[src/rtl/mul_div_if.sv]
// Operation request / result bundle between a requester and mul_div_unit.
// The requester drives start/op/a/b; the unit returns the status and result fields.
interface mul_div_if;
    logic        start;
    logic        op;
    logic [31:0] a;
    logic [31:0] b;
    logic        busy;
    logic        done;
    logic [31:0] zhigh;
    logic [31:0] zlow;
    logic        divz;

    modport master (
        output start, op, a, b,
        input  busy, done, zhigh, zlow, divz
    );

    modport slave (
        input  start, op, a, b,
        output busy, done, zhigh, zlow, divz
    );
endinterface

[src/rtl/mul_div_unit.sv]
// Iterative signed 32x32 multiplier (radix-2 Booth) and signed divider (non-restoring on
// magnitudes) sharing one 33+32 bit shift datapath; 32 iterations plus one fix-up cycle.
module mul_div_unit (
    input  logic     clk,
    input  logic     clr,
    mul_div_if.slave bus
);

    typedef enum logic [1:0] {
        IDLE = 2'd0,
        RUN  = 2'd1,
        FIX  = 2'd2,
        DONE = 2'd3
    } state_t;

    state_t      r_state;
    logic [5:0]  r_cnt;
    logic        r_op;
    logic        r_q1;
    logic        r_neg_q;
    logic        r_neg_r;
    logic        r_dz;
    logic [31:0] r_m;
    logic [31:0] r_lo;
    logic [31:0] r_a;
    logic [32:0] r_hi;
    logic        r_busy;
    logic        r_done;
    logic        r_divz;
    logic [31:0] r_zhigh;
    logic [31:0] r_zlow;

    logic [32:0] w_m_ext;
    logic [32:0] w_booth_sum;
    logic [32:0] w_div_sh;
    logic [32:0] w_div_r;
    logic [32:0] w_hi_nx;
    logic [31:0] w_lo_nx;
    logic        w_q1_nx;
    logic [31:0] w_rem_fix;
    logic [31:0] w_fix_hi;
    logic [31:0] w_fix_lo;
    logic        w_fix_dz;

    function automatic logic [31:0] mag32(input logic [31:0] v);
        mag32 = v[31] ? (32'd0 - v) : v;
    endfunction

    assign bus.busy  = r_busy;
    assign bus.done  = r_done;
    assign bus.zhigh = r_zhigh;
    assign bus.zlow  = r_zlow;
    assign bus.divz  = r_divz;

    // One iteration step: Booth add/sub + arithmetic shift, or non-restoring shift/add-sub
    always_comb begin
        w_m_ext = {r_m[31], r_m};
        case ({r_lo[0], r_q1})
            2'b01:   w_booth_sum = r_hi + w_m_ext;
            2'b10:   w_booth_sum = r_hi - w_m_ext;
            default: w_booth_sum = r_hi;
        endcase

        // Quotient bit is the inverted sign of the new partial remainder
        w_div_sh = {r_hi[31:0], r_lo[31]};
        if (r_hi[32]) begin
            w_div_r = w_div_sh + {1'b0, r_m};
        end else begin
            w_div_r = w_div_sh - {1'b0, r_m};
        end

        if (r_op) begin
            w_hi_nx = w_div_r;
            w_lo_nx = {r_lo[30:0], ~w_div_r[32]};
            w_q1_nx = r_q1;
        end else begin
            w_hi_nx = {w_booth_sum[32], w_booth_sum[32:1]};
            w_lo_nx = {w_booth_sum[0], r_lo[31:1]};
            w_q1_nx = r_lo[0];
        end
    end

    // Fix-up: remainder correction, sign restoration, divide-by-zero override
    always_comb begin
        w_rem_fix = r_hi[32] ? (r_hi[31:0] + r_m) : r_hi[31:0];
        if (!r_op) begin
            w_fix_hi = r_hi[31:0];
            w_fix_lo = r_lo;
            w_fix_dz = 1'b0;
        end else if (r_dz) begin
            w_fix_hi = r_a;
            w_fix_lo = 32'hFFFF_FFFF;
            w_fix_dz = 1'b1;
        end else begin
            w_fix_hi = r_neg_r ? (32'd0 - w_rem_fix) : w_rem_fix;
            w_fix_lo = r_neg_q ? (32'd0 - r_lo) : r_lo;
            w_fix_dz = 1'b0;
        end
    end

    // Control FSM with operand capture, iteration registers and registered outputs
    always_ff @(posedge clk) begin
        if (clr) begin
            r_state <= IDLE;
            r_cnt   <= 6'd0;
            r_op    <= 1'b0;
            r_q1    <= 1'b0;
            r_neg_q <= 1'b0;
            r_neg_r <= 1'b0;
            r_dz    <= 1'b0;
            r_m     <= 32'd0;
            r_lo    <= 32'd0;
            r_a     <= 32'd0;
            r_hi    <= 33'd0;
            r_busy  <= 1'b0;
            r_done  <= 1'b0;
            r_divz  <= 1'b0;
            r_zhigh <= 32'd0;
            r_zlow  <= 32'd0;
        end else begin
            case (r_state)
                IDLE: begin
                    r_done <= 1'b0;
                    if (bus.start) begin
                        r_state <= RUN;
                        r_busy  <= 1'b1;
                        r_cnt   <= 6'd0;
                        r_op    <= bus.op;
                        r_a     <= bus.a;
                        r_q1    <= 1'b0;
                        r_hi    <= 33'd0;
                        if (bus.op) begin
                            r_m     <= mag32(bus.b);
                            r_lo    <= mag32(bus.a);
                            r_neg_q <= bus.a[31] ^ bus.b[31];
                            r_neg_r <= bus.a[31];
                            r_dz    <= (bus.b == 32'd0);
                        end else begin
                            r_m     <= bus.a;
                            r_lo    <= bus.b;
                            r_neg_q <= 1'b0;
                            r_neg_r <= 1'b0;
                            r_dz    <= 1'b0;
                        end
                    end else begin
                        r_busy <= 1'b0;
                    end
                end
                RUN: begin
                    // Counter walks 0..31 over the 32 iterations; 32 marks completion
                    if (r_cnt == 6'd32) begin
                        r_state <= FIX;
                    end else begin
                        r_hi  <= w_hi_nx;
                        r_lo  <= w_lo_nx;
                        r_q1  <= w_q1_nx;
                        r_cnt <= r_cnt + 6'd1;
                    end
                end
                FIX: begin
                    r_zhigh <= w_fix_hi;
                    r_zlow  <= w_fix_lo;
                    r_divz  <= w_fix_dz;
                    r_done  <= 1'b1;
                    r_busy  <= 1'b0;
                    r_state <= DONE;
                end
                DONE: begin
                    r_done  <= 1'b0;
                    r_state <= IDLE;
                end
                default: begin
                    r_state <= IDLE;
                    r_busy  <= 1'b0;
                    r_done  <= 1'b0;
                end
            endcase
        end
    end

endmodule

[src/flat_wrapper.sv]
// flat-port wrapper written by rule: the top's interface ports become plain ports
module mul_div_unit_flat 
  (clk, clr, bus_start, bus_op, bus_a, bus_b, bus_busy, bus_done, bus_zhigh, bus_zlow, bus_divz);
  mul_div_if bus_i ();
  input  logic clk;
  input  logic clr;
  input wire logic [$bits(bus_i.start)-1:0] bus_start;
  input wire logic [$bits(bus_i.op)-1:0] bus_op;
  input wire logic [$bits(bus_i.a)-1:0] bus_a;
  input wire logic [$bits(bus_i.b)-1:0] bus_b;
  output wire logic [$bits(bus_i.busy)-1:0] bus_busy;
  output wire logic [$bits(bus_i.done)-1:0] bus_done;
  output wire logic [$bits(bus_i.zhigh)-1:0] bus_zhigh;
  output wire logic [$bits(bus_i.zlow)-1:0] bus_zlow;
  output wire logic [$bits(bus_i.divz)-1:0] bus_divz;
  assign bus_i.start = bus_start;
  assign bus_i.op = bus_op;
  assign bus_i.a = bus_a;
  assign bus_i.b = bus_b;
  assign bus_busy = bus_i.busy;
  assign bus_done = bus_i.done;
  assign bus_zhigh = bus_i.zhigh;
  assign bus_zlow = bus_i.zlow;
  assign bus_divz = bus_i.divz;
  mul_div_unit u_core (.clk(clk), .clr(clr), .bus(bus_i));
endmodule
[config.mk]
export PLATFORM = sky130hd
export DESIGN_NAME = mul_div_unit_flat
export DESIGN_NICKNAME = d
export VERILOG_FILES = /design/src/rtl/mul_div_if.sv /design/src/rtl/mul_div_unit.sv /design/src/flat_wrapper.sv
export SDC_FILE = /design/constraint.sdc
export NUM_CORES = 1
export LEC_CHECK = 0
export BUFFER_PORTS_ARGS = -buffer_cell sky130_fd_sc_hd__buf_4
export CORE_ASPECT_RATIO = 1.25
export CORE_MARGIN = 4
export CORE_UTILIZATION = 55
export CTS_BUF_LIST = sky130_fd_sc_hd__clkbuf_4 sky130_fd_sc_hd__clkbuf_8
export DETAILED_ROUTE_END_ITERATION = 6
export GPL_ROUTABILITY_DRIVEN = 0
export GPL_TIMING_DRIVEN = 0
export MAX_ROUTING_LAYER = met4
export PLACE_DENSITY = 0.77
export SYNTH_ARGS = -nofsm -noshare
export SYNTH_HDL_FRONTEND = slang
export SYNTH_SLANG_ARGS = --single-unit
[constraint.sdc]
create_clock -name clk -period 5 [get_ports clk]
set_input_delay 0.5 -clock clk [delete_from_list [all_inputs] [get_ports clk]]
set_output_delay 0.5 -clock clk [all_outputs]
set_load 0.01 [all_outputs]
==> impl_metrics.csv, run 1 <==
group,metric,value,unit
synthesis,synthSimpleGateAreaFrac,23.0,%
setup_path,path_class,"flip-flop to flip-flop",
sta,tightest_slew,1.29,ns
route,vias_per_cell,6.80,
setup_path,endpoint,"u_core.r_hi[25]$_SDFFE_PP0P_",
power,power_density,526,nW/um^2
status,outcome,"finished with violations",
synthesis,synth_top_cell_by_area,"dfxtp_1",
synthesis,synth_xor_xnor_area_share,10.9,%
synthesis,yosys-top-cells-area,"dfxtp_1 (22%), a21oi_1 (7.3%), ha_1 (7.1%)",
clock_tree,cts_buffers,35,
synthesis,syn-cell-area,18800,um^2
global_routing,grt_usage,41.0,%
global_routing,grt_pass1_vias,20900,
final_layout,final_common_cell,"nor2_1",
synthesis,synth-compound-area-share,29.2,%
sta,final-max-slew-violation-count,0,
setup_path,rrSetupSlack,0.01,ns
final_layout,layout_common_cells,"nor2_1 (339), nand2_1 (287), a21oi_1 (273)",
power,total_power,0.0112,W
setup_path,reg2reg_from,"u_core.r_hi[32]$_SDFFE_PP0P_",
route,vias,21800,
floorplanning,initial_core_util,55.9,%
final_layout,drive_above_1_share,10.4,%
route,top_layer,"met4",
sta,max_freq,201,MHz
route,finalWirelength,78.5,mm
clock_tree,hold_buffers,0,
clock_tree,clk_pin_slew,0.07,ns
place,dpl.hpwl,60.4,mm
synthesis,synth_top_family_by_area,"compound AO/OA/AOI/OAI gates",
setup_path,path_max_fanout,28,
power,internal_power,0.00541,W
clock_tree,cts.sinks,209,
clock_tree,htree_num_levels,2,
clock_tree,clk_path_buf_depth,3,
sta,hold_viol,0,
route,drt-pass1-iter-count,7,
floorplanning,die_w,174,um
final_layout,area_delta_synth_final,13.3,%
power,p_switching,0.00582,W
synthesis,ys_warn_count,0,
setup_path,critPathRequiredTime,5.41,ns
final_layout,diodes,0,
global_routing,grt_pass1_wl,118,mm
sta,fin_setup_tns,0,ns
clock_tree,clock-root-buffer,"clkbuf_8",
route,wl_met3,9.46,mm
route,drt-wirelength-per-cell,24.4,um
route,postRouteAntennaNets,0,
setup_path,crit_start,"u_core.r_hi[32]$_SDFFE_PP0P_",
floorplanning,core-area,33700,um^2
sta,worst_slew_margin_rel,12.5,%
synthesis,synth_fa_ha_area_share,7.42,%
clock_tree,clkLatencyLatePin,0.57,ns
min_path,min_path_type,"input pin to flip-flop",
route,met2_length,34.2,mm
global_routing,antenna_found_initial,0,
synthesis,async_flop_share,0,%
floorplanning,ios,135,
synthesis,muxShareOfSynthArea,2.91,%
sta,finalSetupViolCount,0,
synthesis,synth_flop_cell,"dfxtp_1",
power,vdd_ir_drop_max,0.000361,V
synthesis,syn_avg_cell_area,7.25,um^2
clock_tree,cts_tree,"yes",
setup_path,start_kind,"flip-flop",
floorplanning,fp.dieH,215,um
setup_path,reg2reg_to,"u_core.r_hi[25]$_SDFFE_PP0P_",
power,leakagePower,8.27,nW
power,pwr-share-clk,14.4,%
sta,fin_worst_skew,0.0328,ns
global_routing,grt_overflow,0,
synthesis,seq_area_frac_synth,22.2,%
synthesis,synth_nets,2776,
route,detailedRoute.firstIterationViolations,2991,
global_routing,grt_max_degree,29,
synthesis,synth_top_area_share,22.2,%
route,routedLengthMet1,26.7,mm
setup_path,r2r_cells,17,
synthesis,synth_seq_cells,209,
final_layout,fin_nets,2945,
sta,fin_crit,4.99,ns
sta,fin_crit_sh,99.7,%
power,p_comb_share,62.1,%
synthesis,synth_cell_types,93,
setup_path,end_kind,"flip-flop",
run,maxCapViolCount,0,
status,violations,"DRC",
synthesis,synth_edf_count,0,
floorplanning,num_rows,75,
route,drc,10,
synthesis,syn_inst,2598,
power,pwr-share-seq,23.5,%
setup_path,arrival,5.40,ns
sta,rsz0062_at_grt,"yes",
place,port_buffers,131,
final_layout,post-route-util,63.4,%
power,switching_share,51.8,%
floorplanning,die-area,37300,um^2
through the flow:
step           instance area (um^2)  setup WS (ns)  hold WS [ns]  instances
6_report                      21300         0.0144         0.245       3212
4_1_cts                       21100         0.0346         0.227       3207
3_3_place_gp                  20400          -2.81         0.444       3152
2_1_floorplan                 18800         0.0539         0.432       2598
5_1_grt                       21300         -0.149         0.255       3212
3_5_place_dp                  20400          -2.76         0.446       3152
logic make-up after synthesis:
logic type | Yosys count
and+or+nand+nor | 931
adders and majority gates | 110
DFF | 209
buffers and inverters | 213
xor gates and xnor gates | 234
muxes | 54
AOI/OAI and AO/OA | 847
cell usage after synthesis (31+ instances only):
| cell | number |
|---|---|
| nand3_1 | 32 |
| o21ai_0 | 151 |
| xnor2_1 | 103 |
| or3_1 | 33 |
| o31ai_1 | 31 |
| nand2b_1 | 38 |
| nor3_1 | 48 |
| a21oi_1 | 275 |
| dfxtp_1 | 209 |
| nor2_1 | 343 |
| xor2_1 | 130 |
| a21o_1 | 47 |
| nand2_1 | 288 |
| mux2i_1 | 48 |
| clkbuf_1 | 138 |
| ha_1 | 107 |
| o211ai_1 | 52 |
| inv_1 | 47 |
| a211oi_1 | 109 |
layer usage:
layer / track usage [%] / vias up
li1: - / 9777
met1: 45.9 / 9922
met2: 63.4 / 1601
met3: 8.42 / 526
met4: 32.7 / 0
met5: - / -
worst max-delay path, stage by stage, from the launching register on:
cell and delay [ns]:
dfxtp_1 0.42, buf_4 0.32, clkbuf_8 0.34, clkbuf_2 0.34
a21oi_1 0.09, xor2_1 0.16, ha_1 0.30, a2111oi_1 0.57
inv_1 0.12, o2111ai_1 0.35, a211oi_1 0.13, a211oi_1 0.24
o21bai_1 0.15, a221o_1 0.36, a2111oi_0 0.55, nor2_1 0.12
o2bb2ai_1 0.17, a41oi_1 0.05
power by group through the flow:
| stage | Clock, W | Sequential (W) | Combinational [W] |
|---|---|---|---|
| after floorplan | 0 | 0.00245 | 0.00457 |
| after global placement | 0 | 0.00260 | 0.00628 |
| after detailed placement | 0 | 0.00261 | 0.00645 |
| after CTS | 0.00161 | 0.00259 | 0.00655 |
| after global routing | 0.00167 | 0.00266 | 0.00749 |
| final | 0.00162 | 0.00264 | 0.00697 |
cell type report:
| class | instances | area (um^2) |
|---|---|---|
| clock inverters | 11 | 86.3 |
| clock buffers | 48 | 617 |
| flip-flops and latches | 209 | 4190 |
| fillers | 3002 | 12300 |
| well taps | 423 | 529 |
| multi-input cells | 2176 | 14100 |
| inverters | 47 | 176 |
| repair buffers | 136 | 1020 |
| plain buffers | 162 | 648 |
sequential cells by signal, summed over array words and instances (netlist names), 2 cells and up:
name	cells
u_core.r_state	2
u_core.r_m	32
u_core.bus.zhigh	32
u_core.r_a	32
u_core.r_cnt	6
u_core.r_lo	32
u_core.bus.zlow	32
u_core.r_hi	33
worst min path at each step:
stage,slack (ns),to,startpoint,cells after the start
final,0.25,u_core.r_a[16]$_SDFFE_PP0P_,bus_a[16],3
after global routing,0.25,u_core.r_a[5]$_SDFFE_PP0P_,bus_a[5],3
after CTS,0.23,u_core.r_a[10]$_SDFFE_PP0P_,bus_a[10],3
after detailed placement,0.45,u_core.bus.zhigh[19]$_SDFFE_PP0P_,u_core.bus.zhigh[19]$_SDFFE_PP0P_,1
after global placement,0.44,u_core.r_a[13]$_SDFFE_PP0P_,u_core.r_a[13]$_SDFFE_PP0P_,2
after floorplan,0.43,u_core.r_a[16]$_SDFFE_PP0P_,u_core.r_a[16]$_SDFFE_PP0P_,2
repair_timing:
| action | 4_1_cts | 5_1_grt |
|---|---|---|
| setup endpoints to repair | 31 | 9 |
| setup buffers | 0 | 5 |
| gates resized for setup | 26 | 44 |
| pin swaps | 0 | 13 |
No activity file was read; power rests on OpenSTA's default activity.
==> run 2, diff against run 1 <==
--- a/config.mk
+++ b/config.mk
@@ -5,6 +5,7 @@
 export SDC_FILE = /design/constraint.sdc
 export NUM_CORES = 1
 export LEC_CHECK = 0
+export ABC_AREA = 1
 export BUFFER_PORTS_ARGS = -buffer_cell sky130_fd_sc_hd__buf_4
 export CORE_ASPECT_RATIO = 1.25
 export CORE_MARGIN = 4
@@ -14,7 +15,7 @@
 export GPL_ROUTABILITY_DRIVEN = 0
 export GPL_TIMING_DRIVEN = 0
 export MAX_ROUTING_LAYER = met4
-export PLACE_DENSITY = 0.77
+export PLACE_DENSITY = 0.76
 export SYNTH_ARGS = -nofsm -noshare
 export SYNTH_HDL_FRONTEND = slang
 export SYNTH_SLANG_ARGS = --single-unit
==> run 2 against run 1 <==
The flow now finishes without violations. Synthesized area is 7.6% higher. First-iteration DRC count grew 14%. Critical endpoint is now u_core.r_hi[32]$_SDFFE_PP0P_. Via count is 18% higher. Largest cell class unchanged. Critical path depth increased by 7. Die area is 7.3% higher.
==> impl_metrics.csv, run 2 <==
group,metric,value,unit
status,outcome,"complete, no violations",
power,leakagePower,10.7,nW
synthesis,seq_area_frac_synth,20.6,%
route,finalWirelength,87.8,mm
final_layout,final_common_cell,"nand2_1",
synthesis,yosys-top-cells-area,"dfxtp_1 (21%), nand2_1 (16%), a21oi_1 (11%)",
setup_path,crit_cells,24,
run,maxCapViolCount,0,
sta,fin_crit_sh,94.8,%
setup_path,crit_slowest_cell,"dfxtp_1",
floorplanning,core-area,36400,um^2
sta,max_freq,211,MHz
synthesis,synth_most_common_cell,"nand2_1",
route,vias,25700,
floorplanning,ios,135,
synthesis,synth_top_area_share,20.6,%
route,drt-pass1-iter-count,7,
final_layout,largest-register,"u_core.r_hi",
sta,fin_crit,4.74,ns
synthesis,yosys-top-cells-count,"nand2_1 (890), a21oi_1 (432), inv_1 (404)",
sta,rsz0062_at_grt,"yes",
global_routing,antenna_found_initial,1,
route,postRouteAntennaNets,0,
final_layout,fin_nets,3845,
sta,hold_viol,0,
sta,layout_setup_ws,0.260,ns
route,vias_per_cell,6.16,
global_routing,grt_usage,42.6,%
place,dp_slack,-0.622,ns
clock_tree,clock-root-buffer,"clkbuf_8",
setup_path,end_kind,"flip-flop",
place,dpl.hpwl,69.5,mm
clock_tree,hold_buffers,0,
setup_path,crit_family,"simple AND/OR/NAND/NOR gates",
final_layout,fillers,3601,
sta,final-max-slew-violation-count,0,
sta,worst_slew_margin_rel,29.3,%
final_layout,largest_reg_flops,33,
final_layout,post-route-util,62.7,%
final_layout,stdcell_count,4173,
synthesis,ys_warn_count,0,
setup_path,critPathMaxStageDelay,0.39,ns
sta,tightest_slew,1.05,ns
setup_path,start_kind,"flip-flop",
global_routing,grt_overflow,0,
setup_path,critPathMostFrequentCell,"a21oi_1",
setup_path,r2r_cells,24,
clock_tree,clk_pin_slew,0.06,ns
final_layout,layout_common_cells,"nand2_1 (889), a21oi_1 (428), inv_1 (403)",
final_layout,area_delta_synth_final,12.6,%
setup_path,critPathRequiredTime,5.53,ns
place,port_buffers,129,
setup_path,path_class,"flip-flop to flip-flop",
floorplanning,fp.dieH,223,um
global_routing,grt_pass1_wl,133,mm
synthesis,syn_avg_cell_area,5.80,um^2
route,drc,0,
clock_tree,cts_buffers,37,
power,power_density,562,nW/um^2
global_routing,grt_pass1_vias,24100,
floorplanning,initial_core_util,55.7,%
synthesis,syn_inst,3495,
synthesis,syn-cell-area,20300,um^2
setup_path,cp_cell_sequence,"nor3_2 > nand3b_2 > nor2_2 > nand3_2 > nor2_2 > inv_2 > nor2_4 > nand2_4 > nor2_4 > inv_2 > nor3_4 > nand3b_2 > xor2_1 > o21ai_0 > ha_1 > a21oi_1 > o21ai_0 > a21oi_1 > o221ai_1 > a21oi_2 > a21oi_1 > o21ai_2 > nand3_1 > a21oi_1",
place,dp.cells,4104,
route,detailedRoute.firstIterationViolations,3421,
global_routing,grt_max_degree,20,
route,drt-wirelength-per-cell,21.0,um
synthesis,synth_flop_cell,"dfxtp_1",
setup_path,rrSetupSlack,0.26,ns
floorplanning,num_rows,78,
final_layout,drive_above_1_share,7.59,%
setup_path,cp_num_buf_inv,2,
synthesis,async_flop_share,0,%
power,vdd_ir_drop_max,0.000352,V
sta,fin_worst_skew,0.0554,ns
floorplanning,die-area,40000,um^2
clock_tree,clkLatencyLatePin,0.60,ns
clock_tree,cts.sinks,209,
synthesis,synth_nets,3673,
clock_tree,htree_num_levels,2,
setup_path,arrival,5.27,ns
min_path,min_path_type,"input pin to flip-flop",
synthesis,synth_seq_cells,209,
floorplanning,die_w,180,um
min_path,hold_depth,3,
setup_path,path_max_fanout,6,
synthesis,synth_cell_types,52,
synthesis,synth_top_cell_by_area,"dfxtp_1",
synthesis,synth_edf_count,0,
clock_tree,cts_tree,"yes",
sta,finalSetupViolCount,0,
clock_tree,clk_path_buf_depth,3,
[run 2: cell types whose count changed in the layout (fill, tap and decap cells not counted), sizes merged, moves of 104 or more]
cell	delta
a211oi	-104
a21oi	+156
inv	+362
nand2	+604
nand3	+154
o21ai	+212
[run 2: repair_timing]
item                       in CTS  in global routing
cloned                          0                  0
setup endpoints to repair      14                 12
gates resized for setup         4                 25
pin swaps                       0                  6
buffers inserted                0                  5
[run 2: logic make-up after synthesis]
logic type                 Yosys count  synth area share (%)
AOI/OAI and AO/OA                  970                  26.2
xor gates and xnor gates            83                  3.59
adders and majority gates          110                  6.90
buffers and inverters              573                  10.7
DFF                                209                  20.6
and+or+nand+nor                   1550                  32.0
[run 2: worst paths after layout]
kind | startpoint | to
max | u_core.r_m[0]$_SDFFE_PP0P_ | u_core.r_hi[32]$_SDFFE_PP0P_
min | bus_a[1] | u_core.r_a[1]$_SDFFE_PP0P_
max reg2reg | u_core.r_m[0]$_SDFFE_PP0P_ | u_core.r_hi[32]$_SDFFE_PP0P_
min reg2reg | u_core.r_a[29]$_SDFFE_PP0P_ | u_core.r_a[29]$_SDFFE_PP0P_
[run 2: cell type report]
| type | instances | area, um^2 | area share [%] |
|---|---|---|---|
| Inverter | 412 | 1550 | 6.77 |
| Antenna cell | 2 | 5.00 | 0.0219 |
| Buffer | 160 | 613 | 2.68 |
| Multi-Input combinational cell | 2713 | 14000 | 61.5 |
| Clock buffer | 53 | 679 | 2.98 |
| Tap cell | 480 | 601 | 2.63 |
| Clock inverter | 10 | 161 | 0.707 |
| Timing Repair Buffer | 134 | 1010 | 4.41 |
| Sequential cell | 209 | 4180 | 18.3 |
[run 2: power by group]
| part | internal (W) | switching (W) | leakage [nW] |
|---|---|---|---|
| Sequential | 0.00216 | 0.000696 | 1.71 |
| Clock | 0.00108 | 0.000785 | 0.435 |
| Combinational | 0.00260 | 0.00552 | 8.57 |
[run 2: metrics by stage]
step	hold WS, ns	power, W	instance area [um^2]	setup TNS (ns)
2_1_floorplan	0.430	0.00797	20300	0
3_3_place_gp	0.442	0.0103	21800	-1.92
3_5_place_dp	0.454	0.0105	21800	-2.78
4_1_cts	0.223	0.0124	22700	0
5_1_grt	0.263	0.0137	22800	-0.0753
6_report	0.228	0.0128	22800	0
[run 2: layer usage]
metal	vias up	track usage, %	wire [um]
met5	-	-	0
met2	1762	66.2	38100
met3	487	8.01	9770
met1	11400	48.4	31400
li1	12000	-	-
met4	0	32.8	8550
[run 2: worst reg2reg max path: cells and delay by family (launching register included)]
| kind | cells | cell delay [ns] |
|---|---|---|
| AO/OA/AOI/OAI | 9 | 1.67 |
| adder cells (fa/ha/maj) | 1 | 0.35 |
| buffers and inverters | 2 | 0.12 |
| flip-flops | 1 | 0.39 |
| AND/OR/NAND/NOR | 11 | 1.96 |
| XOR/XNOR | 1 | 0.20 |
